[src/rtl/param_updown_counter.sv]
// param_updown_counter
//   Parametrised synchronous up/down counter. It has a clock-enable prescaler, parallel load
//   with clamping, wrap or saturate behaviour at the range ends, a one-cycle terminal-count
//   pulse and a sticky overflow/underflow flag.
//
// Parameters
//   WIDTH    : counter width in bits (1..31).
//   MAX_VAL  : top of the count range; q spans 0..MAX_VAL (1..2**WIDTH-1).
//   PRESCALE : one step per PRESCALE enabled cycles (>= 1).
//   SATURATE : 0 = wrap at the range ends, 1 = hold at the range ends.
//
// Ports
//   clk_i      : rising-edge clock.
//   rst_i      : synchronous active-high reset. It overrides every other input.
//   en_i       : count enable. It gates both the prescaler and the step.
//   up_i       : direction, 1 = increment, 0 = decrement. Only used on step cycles.
//   load_i     : parallel load strobe. It has priority over counting.
//   load_val_i : load value. Values above MAX_VAL load as MAX_VAL.
//   clr_ovf_i  : clears the sticky overflow flag. A boundary step on the same edge wins.
//   q_o        : current count (registered).
//   tc_o       : terminal-count pulse (registered). It is high after each boundary step.
//   ovf_o      : sticky overflow/underflow flag (registered).
module param_updown_counter #(
  parameter int unsigned WIDTH    = 4,
  parameter int unsigned MAX_VAL  = 2**WIDTH - 1,
  parameter int unsigned PRESCALE = 1,
  parameter bit          SATURATE = 1'b0
) (
  input  logic             clk_i,
  input  logic             rst_i,
  input  logic             en_i,
  input  logic             up_i,
  input  logic             load_i,
  input  logic [WIDTH-1:0] load_val_i,
  input  logic             clr_ovf_i,
  output logic [WIDTH-1:0] q_o,
  output logic             tc_o,
  output logic             ovf_o
);

  // Elaboration-time parameter checks
  if (WIDTH < 1 || WIDTH > 31) begin : gen_bad_width
    $error("param_updown_counter: WIDTH must be in 1..31");
  end
  if (MAX_VAL < 1 || MAX_VAL > (2**WIDTH - 1)) begin : gen_bad_max
    $error("param_updown_counter: MAX_VAL must be in 1..2**WIDTH-1");
  end
  if (PRESCALE < 1) begin : gen_bad_prescale
    $error("param_updown_counter: PRESCALE must be >= 1");
  end

  // Arithmetic uses one extra bit so that comparisons against MAX_VAL and the load clamp
  // do not alias.
  localparam int unsigned    WExt    = WIDTH + 1;
  localparam logic [WIDTH:0] MaxExt  = WExt'(MAX_VAL);
  localparam logic [WIDTH:0] ZeroExt = '0;
  localparam logic [WIDTH:0] OneExt  = WExt'(1);

  // Prescaler phase counter. It is 1 bit wide even when PRESCALE=1, where it stays at 0.
  localparam int unsigned     PscW    = (PRESCALE > 1) ? $clog2(PRESCALE) : 1;
  localparam logic [PscW-1:0] PscLast = PscW'(PRESCALE - 1);
  localparam logic [PscW-1:0] PscOne  = PscW'(1);

  logic [WIDTH-1:0] q_q, q_d;
  logic             tc_q, tc_d;
  logic             ovf_q, ovf_d;
  logic [PscW-1:0]  psc_q, psc_d;

  logic [WIDTH:0] q_ext, load_ext, clamp_ext, inc_ext, dec_ext;
  logic           psc_last;
  logic           step;
  logic           at_top, at_bot;
  logic           boundary;
  logic           unused_msbs;

  assign q_ext     = {1'b0, q_q};
  assign load_ext  = {1'b0, load_val_i};
  assign clamp_ext = (load_ext > MaxExt) ? MaxExt : load_ext;
  assign inc_ext   = q_ext + OneExt;
  // This wraps to all-ones when q is 0. It is never selected in that case because the
  // boundary path handles q == 0.
  assign dec_ext   = q_ext - OneExt;

  // Bit WIDTH of each of these is 0 whenever it is selected, so only the low bits are kept.
  assign unused_msbs = ^{clamp_ext[WIDTH], inc_ext[WIDTH], dec_ext[WIDTH]};

  assign psc_last = (psc_q == PscLast);
  assign step     = en_i & ~load_i & psc_last;
  assign at_top   = (q_ext == MaxExt);
  assign at_bot   = (q_ext == ZeroExt);
  assign boundary = step & (up_i ? at_top : at_bot);

  always_comb begin
    q_d   = q_q;
    psc_d = psc_q;
    tc_d  = 1'b0;
    ovf_d = ovf_q & ~clr_ovf_i;

    if (load_i) begin
      q_d   = clamp_ext[WIDTH-1:0];
      psc_d = '0;
    end else if (en_i) begin
      psc_d = psc_last ? '0 : (psc_q + PscOne);
      if (step) begin
        if (boundary) begin
          tc_d  = 1'b1;
          // The set has priority over clr_ovf_i on the same edge.
          ovf_d = 1'b1;
          if (!SATURATE) begin
            q_d = up_i ? ZeroExt[WIDTH-1:0] : MaxExt[WIDTH-1:0];
          end
        end else begin
          q_d = up_i ? inc_ext[WIDTH-1:0] : dec_ext[WIDTH-1:0];
        end
      end
    end
  end

  always_ff @(posedge clk_i) begin
    if (rst_i) begin
      q_q   <= '0;
      tc_q  <= 1'b0;
      ovf_q <= 1'b0;
      psc_q <= '0;
    end else begin
      q_q   <= q_d;
      tc_q  <= tc_d;
      ovf_q <= ovf_d;
      psc_q <= psc_d;
    end
  end

  assign q_o   = q_q;
  assign tc_o  = tc_q;
  assign ovf_o = ovf_q;

endmodule

[config.mk]
export PLATFORM = sky130hd
export DESIGN_NAME = param_updown_counter
export DESIGN_NICKNAME = d
export VERILOG_FILES = /design/src/rtl/param_updown_counter.sv
export SDC_FILE = /design/constraint.sdc
export NUM_CORES = 1
export LEC_CHECK = 0
export CORE_AREA = 2 2 39 41
export CTS_CLUSTER_DIAMETER = 150
export DETAILED_ROUTE_END_ITERATION = 12
export DIE_AREA = 0 0 41 43
export PLACE_DENSITY = 0.64
export SLEW_MARGIN = 0
export SYNTH_ARGS = -nofsm -noshare
export SYNTH_HDL_FRONTEND = slang
export SYNTH_SLANG_ARGS = --single-unit
[constraint.sdc]
create_clock -name clk_i -period 5 [get_ports clk_i]
set_input_delay 1 -clock clk_i [delete_from_list [all_inputs] [get_ports clk_i]]
set_output_delay 1 -clock clk_i [all_outputs]
set_load 0.01 [all_outputs]
==> summary.txt, run 1 <==
CTS buffer count -> 3
Warnings, synthesis -> 0
Largest net degree at the start of global routing -> 11
Layout Nets -> 81
Commonest non-fill, non-tap cell in the layout -> clkdlybuf4s50_1
Share of cells above drive strength 1 -> 0.0909
Post-DR wirelength/cell -> 11.3 µm
Clock sink count -> 6
Wirelength, routed -> 928 µm
Sequential Area -> 120 µm²
Worst Min Path Start -> ovf_o
Setup Skew -> 0.000409 ns
Relative slew margins -> 0.751
Root buffer cell -> clkbuf_4
Io pins -> 16
Initial DRC Count -> 13
Core ar. -> 1380 µm²
Worst reg2reg path startpoint -> q_o[2]
First-pass GRT wire length -> 1390 µm
Vias in the first global route -> 354
# H-tree levels -> 1
Util after Layout -> 0.433
Cell Pwr Density -> 233 nW/µm²
N_diodes -> 0
Multi-input gate area -> 283 µm²
Kind of end point of the critical path -> flop
Vias -> 408
Final max-slew violation count -> 0
Port bufs -> 15
Netlist cell types -> 27
Run status -> complete, no violations
Clock power share -> 0.303
Internal Power -> 0.102 mW
HP Class -> flop to flop
Cell area after synthesis -> 419 µm²
#FFs+latches synth -> 6
Row count -> 14
# hold bufs at CTS -> 0
Clk slew on worst S/H paths -> 0.04 ns
NetSw -> 0.0379 mW
Die Height -> 43 µm
Placer congestion estimate -> 0.682
Fill cells -> 144
Post-synthesis sequential area ratio -> 0.287
CP required -> 5.12 ns
Gr usage total -> 0.115
TritonRoute pass-1 iters -> 4
Commonest cells after routing, fill and taps aside -> clkdlybuf4s50_1 (15), nor2_1 (8), dfxtp_1 (6)
Crit share post-route -> 0.592
Post-Synthesis Cells -> 50
Die footprint -> 1760 µm²
Clk Latency, worst-skew pair -> 0.24 ns
Area Overhead vs Synth -> 43.0%
Setup CP Type -> primary input to flop
Start point of the critical path -> up_i
Max Clk Rate -> 0.338 GHz
RSZ-0062 raised after global routing -> no
Register share of total power -> 0.404
Post-layout minimum cycle time -> 2.96 ns
Post-route setup TNS -> 0 ns
CP Max Fanout -> 5
Postcts setup bufs -> 0
Gr ovfl total -> 0
Final HPWL DP -> 732 µm
CTS tree -> done
LEAKAGE -> 0.232 nW
Setup Viol. Count Final -> 0
Starting Density -> 0.303
Die W -> 41 µm
Final hold viol count -> 0
Clk buf depth -> 2
Detail-routed via count per cell -> 4.98
Initial antenna violation count -> 0
Syn_nets -> 63
Crit path DAT -> 3.08 ns
Peak supply drop -> 0.155 mV
Post-CTS Resized -> 0
Drt drc -> 0
CP Launch Type -> primary input
Worst-margin pin slew -> 0.364 ns
Min Hold Slack -> 0.494 ns
Syn Area/Cell -> 8.38 µm²
ANT nets after route -> 0
Net Sw Frac -> 0.272
Maxcap violations -> 0
Gate power share -> 0.292
-- cells in the mapped netlist --
| cell | n | area, µm² |
|---|---|---|
| dfxtp_1 | 6 | 120 |
| nand2b_1 | 4 | 25.0 |
| buf_4 | 1 | 7.51 |
| xor2_1 | 1 | 8.76 |
| nor2_1 | 8 | 30.0 |
| buf_2 | 1 | 5.00 |
| a311o_1 | 1 | 10.0 |
| nand3_1 | 2 | 10.0 |
| a21o_2 | 1 | 8.76 |
| or3_1 | 1 | 6.26 |
| fa_1 | 1 | 20.0 |
| a21o_1 | 1 | 7.51 |
| inv_1 | 1 | 3.75 |
| and4_2 | 1 | 10.0 |
| a32oi_1 | 1 | 8.76 |
| nor3_1 | 3 | 15.0 |
| and3_4 | 1 | 11.3 |
| nor2b_1 | 1 | 6.26 |
| mux2i_1 | 1 | 10.0 |
| o21ai_0 | 1 | 5.00 |
| xnor2_1 | 1 | 8.76 |
| ha_1 | 2 | 25.0 |
| a21oi_1 | 5 | 25.0 |
| and4_1 | 1 | 8.76 |
| nor4_1 | 1 | 6.26 |
| nor3b_1 | 1 | 7.51 |
| a221oi_1 | 1 | 8.76 |
-- kinds of logic (layout without fill, tap and decap cells) --
logic type	after synthesis	after routing	synth area share
flops	6	6	0.287
compound gates	11	11	0.176
xor+xnor	2	2	0.0418
buf+inv	3	19	0.0388
mux	1	1	0.0239
fa+ha+maj	3	3	0.107
simple gates	24	24	0.325
-- power groups by stage --
| stage | Combinational, mW | Sequential [mW] | Clock [mW] |
|---|---|---|---|
| floorplan | 0.0222 | 0.0577 | 0 |
| global placement | 0.0406 | 0.0575 | 0 |
| detailed placement | 0.0406 | 0.0575 | 0 |
| CTS | 0.0410 | 0.0566 | 0.0441 |
| global route | 0.0453 | 0.0572 | 0.0462 |
| finish | 0.0408 | 0.0564 | 0.0423 |
-- critical path: stages --
cell and delay (ns):
clkdlybuf4s50_1 0.54, inv_1 0.13, ha_1 0.36, and3_4 0.19
or3_1 0.35, and4_1 0.21, a311o_1 0.31
-- metal layers --
| layer | global-route usage | vias up | share of wire | routed length [µm] |
|---|---|---|---|---|
| met3 | 0.0471 | 0 | 0.034 | 32 |
| met4 | 0.0200 | 0 | 0 | 0 |
| met2 | 0.181 | 6 | 0.52 | 480 |
| met1 | 0.142 | 184 | 0.45 | 415 |
| li1 | - | 218 | - | - |
| met5 | 0 | - | 0 | 0 |
-- stage by stage --
stage          instance area (µm²)  worst slack, ns  power, mW  instances
2_1_floorplan                  419             2.47     0.0800         50
3_3_place_gp                   577             1.84     0.0981         79
3_5_place_dp                   577             1.81     0.0981         79
4_1_cts                        599             2.04      0.142         82
5_1_grt                        599             1.94      0.149         82
6_report                       599             2.04      0.139         82
-- state kept, by name, indices dropped and copies added (netlist names) --
signal  flops
q_o         4
ovf_o       1
tc_o        1
-- final cells by class --
cell class              count  area share
multi-input cells          41       0.472
well taps                  16      0.0334
flip-flops and latches      6       0.200
clock buffers               3      0.0376
inverters                   1     0.00626
repair buffers             15       0.251
-- worst paths after layout --
| check | endpoint | slack, ns | cells after the start |
|---|---|---|---|
| setup / recovery | q_o[3] | 2.04 | 7 |
| hold / removal | ovf_o | 0.49 | 2 |
| setup reg to reg | q_o[3] | 3.10 | 5 |
| hold reg to reg | ovf_o | 0.49 | 2 |
No activity file was read; power rests on OpenSTA's default activity.
==> inputs of run 2 (changes only) <==
PLACE_DENSITY = 0.66   (was 0.64)
clock period = 2.5 ns   (was 5 ns; I/O delays follow)
==> run 2 against run 1 <==
Net effect: critical path type unchanged; via count up 3.4%; global-route usage up 2.5 points; clock power up 110%; first-iteration DRC count down 85%; final cell count up 4.9%; wire length up 1.4%; critical endpoint unchanged; clock-buffer cell count unchanged; power up 110%; worst setup slack worse by 1.9 ns.
==> summary.txt, run 2 (synthesized netlist as in run 1, its figures left out) <==
Run status -> complete, no violations (unchanged)
Commonest non-fill, non-tap cell in the layout -> clkdlybuf4s50_1 (unchanged)
Setup CP Type -> primary input to flop (unchanged)
ANT nets after route -> 0 (unchanged)
Clk buf depth -> 2 (unchanged)
Vias -> 422 (was 408)
Critical-path cell list -> clkdlybuf4s50_1 > inv_1 > ha_1 > and3_4 > or3_1 > and4_1 > a311o_1 (unchanged)
Initial DRC Count -> 2 (was 13)
Slowest cell on the critical path -> clkdlybuf4s50_1 (unchanged)
Post-CTS Resized -> 0 (unchanged)
Detail-routed via count per cell -> 4.91 (was 4.98)
Row count -> 14 (unchanged)
Crit path DAT -> 2.45 ns (was 3.08 ns)
Crit share post-route -> 0.929
Maxcap violations -> 0 (unchanged)
RSZ-0062 raised after global routing -> no (unchanged)
Setup Viol. Count Final -> 0 (unchanged)
CP required -> 2.63 ns (was 5.12 ns)
Max Clk Rate -> 0.430 GHz
Area Overhead vs Synth -> 50.1% (was 43.0%)
Fill cells -> 143 (was 144)
Final max-slew violation count -> 0 (unchanged)
Drt drc -> 0 (unchanged)
Starting Density -> 0.303 (unchanged)
Clk slew on worst S/H paths -> 0.04 ns (about the same)
Wirelength, routed -> 941 µm (was 928 µm)
Setup Skew -> 0.00217 ns (was 0.000409 ns)
TritonRoute pass-1 iters -> 4 (unchanged)
Clock sink count -> 6 (unchanged)
Core ar. -> 1380 µm² (unchanged)
Commonest cells after routing, fill and taps aside -> clkdlybuf4s50_1 (15), nor2_1 (8), dfxtp_1 (6) (unchanged)
CTS tree -> done (unchanged)
Initial antenna violation count -> 0 (unchanged)
Share of cells above drive strength 1 -> 0.143 (was 0.0909)
Layout Nets -> 85 (was 81)
Postcts setup bufs -> 0 (unchanged)
N_diodes -> 0 (unchanged)
Post-route cell area -> 629 µm² (was 599 µm²)
Peak supply drop -> 0.334 mV (was 0.155 mV)
Largest register FFs -> 4 (unchanged)
Root buffer cell -> clkbuf_4 (unchanged)
Sequential Area -> 120 µm² (unchanged)
Max incr delay on CP -> 0.48 ns (was 0.54 ns)
Relative slew margins -> 0.725 (was 0.751)
# hold bufs at CTS -> 0 (unchanged)
Largest net degree at the start of global routing -> 10 (was 11)
Placer congestion estimate -> 0.830 (was 0.682)
Final HPWL DP -> 744 µm (was 732 µm)
Vias in the first global route -> 372 (was 354)
Post-layout minimum cycle time -> 2.32 ns
Die W -> 41 µm (unchanged)
Port bufs -> 15 (unchanged)
Gr ovfl total -> 0 (unchanged)
HP Class -> flop to flop (unchanged)
# H-tree levels -> 1 (unchanged)
Cell Pwr Density -> 460 nW/µm² (was 233 nW/µm²)
Die Height -> 43 µm (unchanged)
CP Launch Type -> primary input (unchanged)
First-pass GRT wire length -> 1610 µm (was 1390 µm)
Multi-input gate area -> 283 µm² (unchanged)
CP Max Fanout -> 4 (was 5)
LEAKAGE -> 0.251 nW (was 0.232 nW)
CTS buffer count -> 3 (unchanged)
Kind of end point of the critical path -> flop (unchanged)
Die footprint -> 1760 µm² (unchanged)
Design Power -> 0.289 mW (was 0.139 mW)
Io pins -> 16 (unchanged)
Worst-margin pin slew -> 0.401 ns (was 0.364 ns)
Post-DR wirelength/cell -> 10.9 µm (was 11.3 µm)
Final hold viol count -> 0 (unchanged)
Placed inst area -> 607 µm² (was 577 µm²)
Clk Latency, worst-skew pair -> 0.24 ns (about the same)
Gr usage total -> 0.140 (was 0.115)
run 2: cell type report:
type,count,area share
Clock buffer,3,0.0358
Sequential cell,6,0.191
Tap cell,16,0.0318
Timing Repair Buffer,19,0.286
Inverter,1,0.00596
Multi-Input combinational cell,41,0.449
run 2: metrics by stage:
stage / setup slack [ns] / TNS [ns] / util / hold slack, ns / instances
finish: 0.177 / 0 / 0.455 / 0.476 / 86
global route: 0.122 / 0 / 0.455 / 0.510 / 86
CTS: 0.176 / 0 / 0.455 / 0.479 / 86
detailed placement: -0.0777 / -0.0777 / 0.439 / 0.470 / 83
global placement: -0.0246 / -0.0246 / 0.439 / 0.460 / 83
floorplan: 0.469 / 0 / - / 0.491 / 50
run 2: worst paths after layout:
path | from | to | slack [ns] | depth (start not counted)
max | up_i | q_o[3] | 0.18 | 7
min | ovf_o | ovf_o | 0.48 | 2
max reg2reg | q_o[2] | q_o[3] | 0.62 | 5
min reg2reg | ovf_o | ovf_o | 0.48 | 2
run 2: worst max-delay path, delay by kind of cell:
| kind | cells | cell delay [ns] |
|---|---|---|
| AO/OA/AOI/OAI | 1 | 0.31 |
| adder cells (fa/ha/maj) | 1 | 0.34 |
| buffers and inverters | 2 | 0.57 |
| AND/OR/NAND/NOR | 3 | 0.74 |
run 2: layer usage:
metal,track usage,vias to the layer above,routed length (µm)
met5,0,-,0
met4,0.0600,0,0
met3,0.0942,0,61
met2,0.166,10,396
met1,0.192,188,483
li1,-,224,-
run 2: power breakdown:
part	total (mW)	switching [mW]	internal [mW]
registers	0.113	0.0104	0.103
clock network	0.0883	0.0341	0.0542
logic	0.0879	0.0358	0.0520
total	0.289	0.0804	0.209
